$ cat config.mk
export PLATFORM = sky130hd
export DESIGN_NAME = blink_pattern
export DESIGN_NICKNAME = d
export VERILOG_FILES = /design/src/rtl/blink_pkg.sv /design/src/rtl/blink_pattern_sva.sv /design/src/rtl/blink_pattern.sv
export SDC_FILE = /design/constraint.sdc
export NUM_CORES = 1
export LEC_CHECK = 0
export ABC_AREA = 1
export CORE_MARGIN = 2
export CORE_UTILIZATION = 40
export DETAILED_ROUTE_END_ITERATION = 10
export SKIP_CTS_REPAIR_TIMING = 1
export SYNTH_ARGS = -nofsm -noshare
export SYNTH_HDL_FRONTEND = slang
export SYNTH_HIERARCHICAL = 1
export SYNTH_SLANG_ARGS = --single-unit
$ cat constraint.sdc
create_clock -name clk -period 1.4 [get_ports clk]
set_input_delay 0.42 -clock clk [delete_from_list [all_inputs] [get_ports clk]]
set_output_delay 0.42 -clock clk [all_outputs]
set_load 0.02 [all_outputs]
$ cat src/rtl/blink_pkg.sv
// Shared types and default sizing for the blink_pattern player.
package blink_pkg;

    typedef enum logic [1:0] {
        IDLE = 2'd0,
        RUN  = 2'd1,
        GAP  = 2'd2
    } bp_state_t;

    localparam int BP_PLEN      = 8;
    localparam int BP_GAP_TICKS = 4;
    localparam int BP_GCNT_W    = 8;

    function automatic logic bp_is_busy(input bp_state_t s);
        return (s != IDLE);
    endfunction

endpackage

$ cat src/rtl/blink_pattern_sva.sv
// Property checker for blink_pattern; bound in when BLINK_PATTERN_ASSERT_EN is defined.
module blink_pattern_sva (
    input logic clk,
    input logic rst,
    input logic tick_i,
    input logic start_i,
    input logic led_o,
    input logic busy_o,
    input logic done_o
);

    a_done_single: assert property (@(posedge clk) disable iff (rst)
        done_o |=> !done_o);

    a_dark_when_idle: assert property (@(posedge clk) disable iff (rst)
        !busy_o |-> !led_o);

    a_led_after_tick: assert property (@(posedge clk) disable iff (rst)
        (led_o != $past(led_o)) |-> $past(tick_i));

    a_done_after_tick: assert property (@(posedge clk) disable iff (rst)
        done_o |-> $past(tick_i));

    a_start_busy: assert property (@(posedge clk) disable iff (rst)
        (start_i && !busy_o) |=> busy_o);

endmodule

$ cat src/rtl/blink_pattern.sv
// Tick-paced on/off pattern player with a dark gap after each pattern.
// Define BLINK_PATTERN_ASSERT_EN to compile in the blink_pattern_sva checker.
module blink_pattern
    import blink_pkg::*;
#(
    parameter int PLEN      = BP_PLEN,
    parameter int GAP_TICKS = BP_GAP_TICKS
) (
    input  logic            clk,
    input  logic            rst,
    input  logic            tick_i,
    input  logic            start_i,
    input  logic            rpt_i,
    input  logic [PLEN-1:0] pattern_i,
    output logic            led_o,
    output logic            busy_o,
    output logic            done_o
);

    localparam int IDX_W = $clog2(PLEN);
    localparam logic [IDX_W-1:0]     IDX_LAST  = IDX_W'(PLEN - 1);
    localparam logic [BP_GCNT_W-1:0] GCNT_LAST = BP_GCNT_W'(GAP_TICKS - 1);

    bp_state_t             state_q, state_d;
    logic [PLEN-1:0]       pat_q, pat_d;
    logic [IDX_W-1:0]      idx_q, idx_d;
    logic [BP_GCNT_W-1:0]  gcnt_q, gcnt_d;
    logic                  led_q, led_d;
    logic                  busy_q, busy_d;
    logic                  done_q, done_d;

    // State and datapath registers with asynchronous reset.
    always_ff @(posedge clk or posedge rst) begin
        if (rst) begin
            state_q <= IDLE;
            pat_q   <= {PLEN{1'b0}};
            idx_q   <= {IDX_W{1'b0}};
            gcnt_q  <= {BP_GCNT_W{1'b0}};
            led_q   <= 1'b0;
            busy_q  <= 1'b0;
            done_q  <= 1'b0;
        end else begin
            state_q <= state_d;
            pat_q   <= pat_d;
            idx_q   <= idx_d;
            gcnt_q  <= gcnt_d;
            led_q   <= led_d;
            busy_q  <= busy_d;
            done_q  <= done_d;
        end
    end

    // Next-state and output logic; everything holds between ticks.
    always_comb begin
        state_d = state_q;
        pat_d   = pat_q;
        idx_d   = idx_q;
        gcnt_d  = gcnt_q;
        led_d   = led_q;
        done_d  = 1'b0;

        case (state_q)
            IDLE: begin
                led_d = 1'b0;
                // A tick coinciding with start is deliberately not consumed.
                if (start_i) begin
                    pat_d   = pattern_i;
                    idx_d   = {IDX_W{1'b0}};
                    state_d = RUN;
                end else begin
                    state_d = IDLE;
                end
            end

            RUN: begin
                if (tick_i) begin
                    led_d = pat_q[idx_q];
                    if (idx_q == IDX_LAST) begin
                        idx_d   = {IDX_W{1'b0}};
                        gcnt_d  = {BP_GCNT_W{1'b0}};
                        state_d = GAP;
                    end else begin
                        idx_d = idx_q + 1'b1;
                    end
                end else begin
                    state_d = RUN;
                end
            end

            GAP: begin
                if (tick_i) begin
                    led_d = 1'b0;
                    if (gcnt_q == GCNT_LAST) begin
                        done_d = 1'b1;
                        if (rpt_i) begin
                            state_d = RUN;
                            idx_d   = {IDX_W{1'b0}};
                        end else begin
                            state_d = IDLE;
                        end
                    end else begin
                        gcnt_d = gcnt_q + 1'b1;
                    end
                end else begin
                    state_d = GAP;
                end
            end

            default: begin
                state_d = IDLE;
                led_d   = 1'b0;
                idx_d   = {IDX_W{1'b0}};
                gcnt_d  = {BP_GCNT_W{1'b0}};
            end
        endcase

        busy_d = bp_is_busy(state_d);
    end

    assign led_o  = led_q;
    assign busy_o = busy_q;
    assign done_o = done_q;

`ifdef BLINK_PATTERN_ASSERT_EN
    blink_pattern_sva u_sva (
        .clk     (clk),
        .rst     (rst),
        .tick_i  (tick_i),
        .start_i (start_i),
        .led_o   (led_q),
        .busy_o  (busy_q),
        .done_o  (done_q)
    );
`else
    // Checker not compiled in this build.
`endif

endmodule

==> metrics.yaml, run 1 <==
route:
  wl_per_cell_um: 11.8
  wirelength_um: 2990
  drc_errors: 0
  detail_route.vias_per_cell: 4.96
  ant_nets: 0
  vias: 1261
  dr.pass1.iters: 4
  first_iter_violations: 72
layout:
  seq_area_um2: 602
  areaGrowthSynthToFinish_pct: 28.4
  layout.nets: 225
  n_antenna_cell: 0
  fin_util_pct: 54.2
  multi_input_area_um2: 723
  fill_cells: 327
  drive_gt1_share_pct: 27.9
critical_path:
  reg2reg_from: "idx_q[0]$_DFFE_PP0P_"
  cp-end-kind: "flop"
  worstSetupStartpointType: "flop"
  cp_max_fo: 7
  cp.required_ns: 1.66
  setup.worst_path.start: "idx_q[0]$_DFFE_PP0P_"
  crit_type: "reg -> reg"
  arrival_ns: 1.62
outcome:
  status: "complete, no violations"
clock_tree:
  htree_levels: 1
  clkTransAtPathRegs_ns: 0.14
  clockBufferDepth: 2
  cts_root_buf: "clkbuf_4"
  numCtsBuffers: 3
  clock_sinks: 24
  cts_tree: "built"
  clk_latency_ns: 0.32
yosys:
  synth_edf_count: 0
  synthArstFlopShare_pct: 100
  synth-seq-area-share_pct: 42.3
  ys.warnings.count: 6
  synth_top_cell_by_area: "dfrtp_1"
  syn-num-nets: 191
  ys_ff_latch: 24
  netlist_instances: 175
  yosys-top-cells-area: "dfrtp_1 42%, nand2_1 11%, inv_1 6.9%"
  ys.flop_type: "dfrtp_1"
  syn_area_mm2: 0.00142
  synth_top_area_share_pct: 42.3
  syn_area_per_cell_um2: 8.11
  ys_types: 26
timing:
  slew_violations: 0
  worst_hold_slack_ns: 0.411
  fin_skew_ns: 0.00405
  finalHoldViolCount: 0
  worstMarginPinSlew_ns: 0.275
  rsz0062_at_grt: "true"
  finalSetupViolations: 0
  layout_min_cycle_time_ns: 1.36
  fin_crit_sh_pct: 97.1
  relSlewSlack_pct: 81.6
  timing.fmax_ghz: 0.735
  final.setup.worst_slack_ns: 0.0402
power_and_ir_drop:
  switching_power_uw: 892
  combPwrFrac_pct: 42.8
  p_seq_share_pct: 41.4
  irDropWorstVdd_uv: 766
  p_total_uw: 2370
  p_int_uw: 1480
  leakage_uw: 0.000943
  swShare_pct: 37.6
  clkPwrFrac_pct: 15.8
  powerDensity_mw_per_mm2: 1300
placed_design:
  pre_cts_ws_ns: -0.373
  dpl.hpwl_um: 2160
  io_buffers: 15
  gp_congestion: 0.868
floorplanning:
  die_w_um: 63.6
  die_y_um: 63.6
  coreArea_mm2: 0.00336
  rows: 21
  die_area_mm2: 0.00404
  start_util_pct: 42.2
  ios: 16
global_routing:
  grt_usage_pct: 15.1
  grt_pass1_vias: 1105
  grt_pass1_wl_um: 4910
  antenna_found_initial: 0
  grt_max_degree: 25
  grt_overflow: 0
worst_hold_path:
  hp-class: "in -> async"
job:
  cap_violations: 0
-- layout make-up --
cell class / instances / share of cell area [%]
Timing Repair Buffer: 32 / 16.3
Clock buffer: 4 / 1.99
Inverter: 28 / 5.84
Multi-Input combinational cell: 120 / 39.7
Sequential cell: 24 / 33.0
Tap cell: 46 / 3.16
-- routing by layer --
metal	global-route usage, %	part of all wire (%)	up-vias
li1	-	-	616
met1	21.2	49	622
met2	23.9	47	19
met3	1.96	2.9	4
met4	5.16	1.0	0
met5	0	0	-
-- placed cells by master (no fill, tap or decap), types with 2 or more instances in the layout --
cell type        instances
o21ai_0                  2
inv_2                    2
o21ai_1                  2
nand2_2                 11
buf_4                   15
nor2_4                   3
clkbuf_4                 3
nand3_1                 11
xor2_1                   3
a21oi_1                  6
nand3_2                  2
nand4_1                  6
clkdlybuf4s50_1         11
o21ai_2                  5
inv_1                   25
dfrtp_1                 23
nor2_1                  15
o211ai_1                 2
ha_2                     2
nand2_4                  2
dlymetal6s2s_1           3
nand2_1                 40
mux2_2                   3
-- power by group through the flow --
stage / logic [uW] / registers (uW) / clock network, uW
finish: 1020 / 982 / 376
global route: 1150 / 1010 / 432
CTS: 946 / 985 / 391
detailed placement: 940 / 1000 / 0
global placement: 918 / 994 / 0
floorplan: 687 / 1020 / 0
-- worst max-delay path, stage by stage (launching register included) --
cell,delay (ns)
dfrtp_1,0.38
ha_2,0.19
ha_4,0.15
nand2_4,0.05
a22oi_2,0.13
buf_6,0.15
nand2_4,0.10
o21ai_1,0.14
-- cells by family after synthesis --
kind of cell	Yosys count	share of synthesized area [%]
flops	24	42.3
compound gates	18	8.55
buf+inv	32	10.2
xor+xnor	3	1.85
fa+ha+maj	3	2.65
mux	4	3.44
simple gates	91	31.0
-- Yosys cell counts (all sizes together), types with 2 or more instances --
cell,instances
a21oi,6
buf,3
dfrtp,24
ha,3
inv,27
mux2,4
nand2,53
nand3,13
nand4,6
nor2,18
o211ai,2
o21ai,9
xor2,3
-- state kept, by name (all words and copies together), names as in the netlist --
name and flops:
idx_q 3, state_q 2, gcnt_q 8, led_o 1, done_o 1, pat_q 8
busy_o 1
-- stage by stage --
stage	instances	TNS, ns	instance area (um2)
after floorplan	175	0	1440
after global placement	247	-5.02	1730
after detailed placement	247	-5.42	1730
after CTS	251	-1.02	1770
after global routing	254	-0.168	1820
final	254	0	1820
-- path summary, 6_finish.rpt --
check | end | slack, ns | depth (start not counted)
max reg2reg | gcnt_q[7]$_DFFE_PP0P_ | 0.04 | 7
max in group asynchronous | state_q[1]$_DFF_PP0_ | 0.83 | 3
min in group clk | led_o$_DFFE_PP0P_ | 0.51 | 2
max | gcnt_q[7]$_DFFE_PP0P_ | 0.04 | 7
min | pat_q[3]$_DFFE_PP0P_ | 0.41 | 3
min reg2reg | led_o$_DFFE_PP0P_ | 0.51 | 2
Power figures use the tool's default switching activity.
==> run 2: changes to the inputs <==
--- a/config.mk
+++ b/config.mk
@@ -10,6 +10,7 @@
 export CORE_UTILIZATION = 40
 export DETAILED_ROUTE_END_ITERATION = 10
 export SKIP_CTS_REPAIR_TIMING = 1
+export SLEW_MARGIN = 25
 export SYNTH_ARGS = -nofsm -noshare
 export SYNTH_HDL_FRONTEND = slang
 export SYNTH_HIERARCHICAL = 1
==> results of run 2 <==
The final DEF is identical to that of run 1; final timing and power are the same.
==> run 3: changes to the inputs <==
--- a/config.mk
+++ b/config.mk
@@ -6,9 +6,9 @@
 export NUM_CORES = 1
 export LEC_CHECK = 0
 export ABC_AREA = 1
-export CORE_MARGIN = 2
 export CORE_UTILIZATION = 40
 export DETAILED_ROUTE_END_ITERATION = 10
+export DONT_BUFFER_PORTS = 1
 export SKIP_CTS_REPAIR_TIMING = 1
 export SLEW_MARGIN = 25
 export SYNTH_ARGS = -nofsm -noshare
==> run 3 against run 2 <==
The flow now finishes with violations (setup timing). Critical path depth rose by 2. Sequential power increased by 4%. Fmax down 5.2%. Clock skew is 0.0014 ns lower. Combinational power fell by 12%. Design area down 9.1%. Sequential cell count stayed put. First-iteration DRC count down 79%. Global-route usage grew 1.6 points. Non-clock buffer count is 16 lower. Worst setup slack worse by 0.074 ns. Clock power increased by 35%. Highest routed layer unchanged.
==> metrics.yaml, run 3 (synthesis gave the netlist of run 1 again) <==
power_and_ir_drop:
  leakage_uw: 0.000848  # -10%
  switching_power_uw: 875  # -1.9%
  irDropWorstVdd_uv: 951  # +24%
  combPwrFrac_pct: 37.0  # -5.8 points
  p_total_uw: 2420  # +2.2%
  p_int_uw: 1550  # +4.6%
  clkPwrFrac_pct: 20.9  # +5.1 points
  p_seq_share_pct: 42.0  # +0.6 points
  swShare_pct: 36.1  # -1.5 points
  powerDensity_mw_per_mm2: 1460  # +12%
route:
  drc_errors: 0  # unchanged
  wirelength_um: 2900  # -2.9%
  vias: 1157  # -8.2%
  dr.pass1.iters: 4  # unchanged
  wl_per_cell_um: 12.2  # +3.6%
  ant_nets: 0  # unchanged
  first_iter_violations: 15  # -79%
  detail_route.vias_per_cell: 4.86  # -2.1%
timing:
  fin_crit_sh_pct: 102  # +5.3 points
  finalHoldViolCount: 0  # unchanged
  slew_violations: 0  # unchanged
  timing.fmax_ghz: 0.697  # -5.2%
  fin_skew_ns: 0.00263  # -0.00141 ns
  relSlewSlack_pct: 78.9  # -2.7 points
  worstMarginPinSlew_ns: 0.317  # +0.0415 ns
  layout_min_cycle_time_ns: 1.43  # +0.0740 ns
  rsz0062_at_grt: "true"
  final.setup.worst_slack_ns: -0.0338  # -0.0740 ns
  finalSetupViolations: 4  # +4
clock_tree:
  clock_sinks: 24  # unchanged
  clkTransAtPathRegs_ns: 0.14  # about the same
  clk_latency_ns: 0.31  # about the same
  cts_tree: "built"
  numCtsBuffers: 3  # unchanged
  cts_root_buf: "clkbuf_4"
  htree_levels: 1  # unchanged
  clockBufferDepth: 2  # unchanged
floorplanning:
  die_w_um: 61.6  # -3.1%
  start_util_pct: 42.2  # unchanged
  die_y_um: 61.6  # -3.1%
  ios: 16  # unchanged
  rows: 21  # unchanged
  coreArea_mm2: 0.00336  # unchanged
  die_area_mm2: 0.00379  # -6.2%
global_routing:
  grt_pass1_wl_um: 4680  # -4.6%
  grt_pass1_vias: 1083  # -2.0%
  antenna_found_initial: 0  # unchanged
  grt_overflow: 0  # unchanged
  grt_usage_pct: 16.7  # +1.6 points
  grt_max_degree: 25  # unchanged
placed_design:
  gp_congestion: 0.783  # -9.8%
  io_buffers: 0  # -15
  pre_cts_ws_ns: -0.0185  # +0.354 ns
  dpl.hpwl_um: 2100  # -2.5%
critical_path:
  critPathTopFamily: "flip-flops"
  critPathMaxStageDelay_ns: 0.40  # +0.02 ns
  cp.required_ns: 1.67  # about the same
  arrival_ns: 1.70  # +0.08 ns
  r2r_end: "gcnt_q[4]$_DFFE_PP0P_"
  crit_buf_inv: 2  # +1
  crit_slowest_cell: "dfrtp_1"
  crit_chain: "ha_2 -> ha_4 -> nand2_2 -> a22oi_2 -> buf_6 -> nand2_8 -> inv_1 -> nand2_1 -> nand2_1"
  worstSetupStartpointType: "flop"
  reg2reg_from: "idx_q[1]$_DFFE_PP0P_"
  crit_type: "reg -> reg"
  cp-end-kind: "flop"
  rrSetupSlack_ns: -0.03  # -0.07 ns
  cp_max_fo: 8  # +1
  crit_top_cell: "nand2_1"
  reg2regPathDepth: 9  # +2
outcome:
  status: "complete, but fails checks"
  violations: "setup timing"
worst_hold_path:
  hp-class: "in -> async"
layout:
  n_antenna_cell: 0  # unchanged
  final_cell_mix: "41 x nand2_1, 26 x inv_1, 23 x dfrtp_1"
  fill_cells: 355  # +8.6%
  areaGrowthSynthToFinish_pct: 16.7
  reg_top3: "gcnt_q: 8 flops, pat_q: 8 flops, idx_q: 3 flops"
  drive_gt1_share_pct: 27.6  # -0.28 points
  mostFrequentLayoutCell: "nand2_1"
  layout.nets: 209  # -7.1%
job:
  cap_violations: 0  # unchanged
run 3: power by group through the flow:
| stage | sequential, uW | combinational (uW) | clock (uW) |
|---|---|---|---|
| finish | 1020 | 898 | 507 |
| global route | 1040 | 1020 | 541 |
| CTS | 1020 | 814 | 517 |
| detailed placement | 1040 | 804 | 0 |
| global placement | 1030 | 781 | 0 |
| floorplan | 1020 | 687 | 0 |
run 3: worst register-to-register path, cell delays in order, from the launching register on:
cell and delay, ns:
dfrtp_1 0.40, ha_2 0.20, ha_4 0.14, nand2_2 0.05
a22oi_2 0.15, buf_6 0.15, nand2_8 0.08, inv_1 0.09
nand2_1 0.06, nand2_1 0.06
run 3: through the flow:
| step | util [%] | hold slack, ns | TNS, ns | cell area [um2] | cells |
|---|---|---|---|---|---|
| 5_1_grt | 49.2 | 0.0308 | -0.651 | 1660 | 238 |
| 4_1_cts | 47.7 | 0.0244 | -0.139 | 1610 | 234 |
| 2_1_floorplan | - | 0.435 | 0 | 1440 | 175 |
| 3_5_place_dp | 46.2 | 0.387 | -0.0185 | 1550 | 230 |
| 6_report | 49.2 | 0.0203 | -0.0949 | 1660 | 238 |
| 3_3_place_gp | 46.2 | 0.383 | 0 | 1550 | 230 |
run 3: how the worst max path moves through the flow:
stage               depth (start not counted)             startpoint                    end
detailed placement                          8  gcnt_q[0]$_DFFE_PP0P_  gcnt_q[4]$_DFFE_PP0P_
global placement                            8  gcnt_q[0]$_DFFE_PP0P_  gcnt_q[3]$_DFFE_PP0P_
CTS                                         8   idx_q[1]$_DFFE_PP0P_  gcnt_q[4]$_DFFE_PP0P_
floorplan                                   8   idx_q[1]$_DFFE_PP0P_  gcnt_q[5]$_DFFE_PP0P_
global route                                9   idx_q[1]$_DFFE_PP0P_  gcnt_q[4]$_DFFE_PP0P_
finish                                      9   idx_q[1]$_DFFE_PP0P_  gcnt_q[4]$_DFFE_PP0P_
run 3: area by class of cell:
class	count	area, um2	area share [%]
multi-input combinational	120	713	43.1
sequential	24	602	36.4
timing repair buffer	16	124	7.48
inverter	28	106	6.42
tap	46	57.6	3.48
clock inverter	1	30.0	1.81
clock buffer	3	22.5	1.36
run 3: metal layers:
metal / vias up / wire, um / GRT usage (%)
li1: 586 / - / -
met1: 550 / 1380 / 22.9
met2: 19 / 1410 / 26.4
met3: 2 / 84 / 2.73
met4: 0 / 22 / 6.35
met5: - / 0 / 0
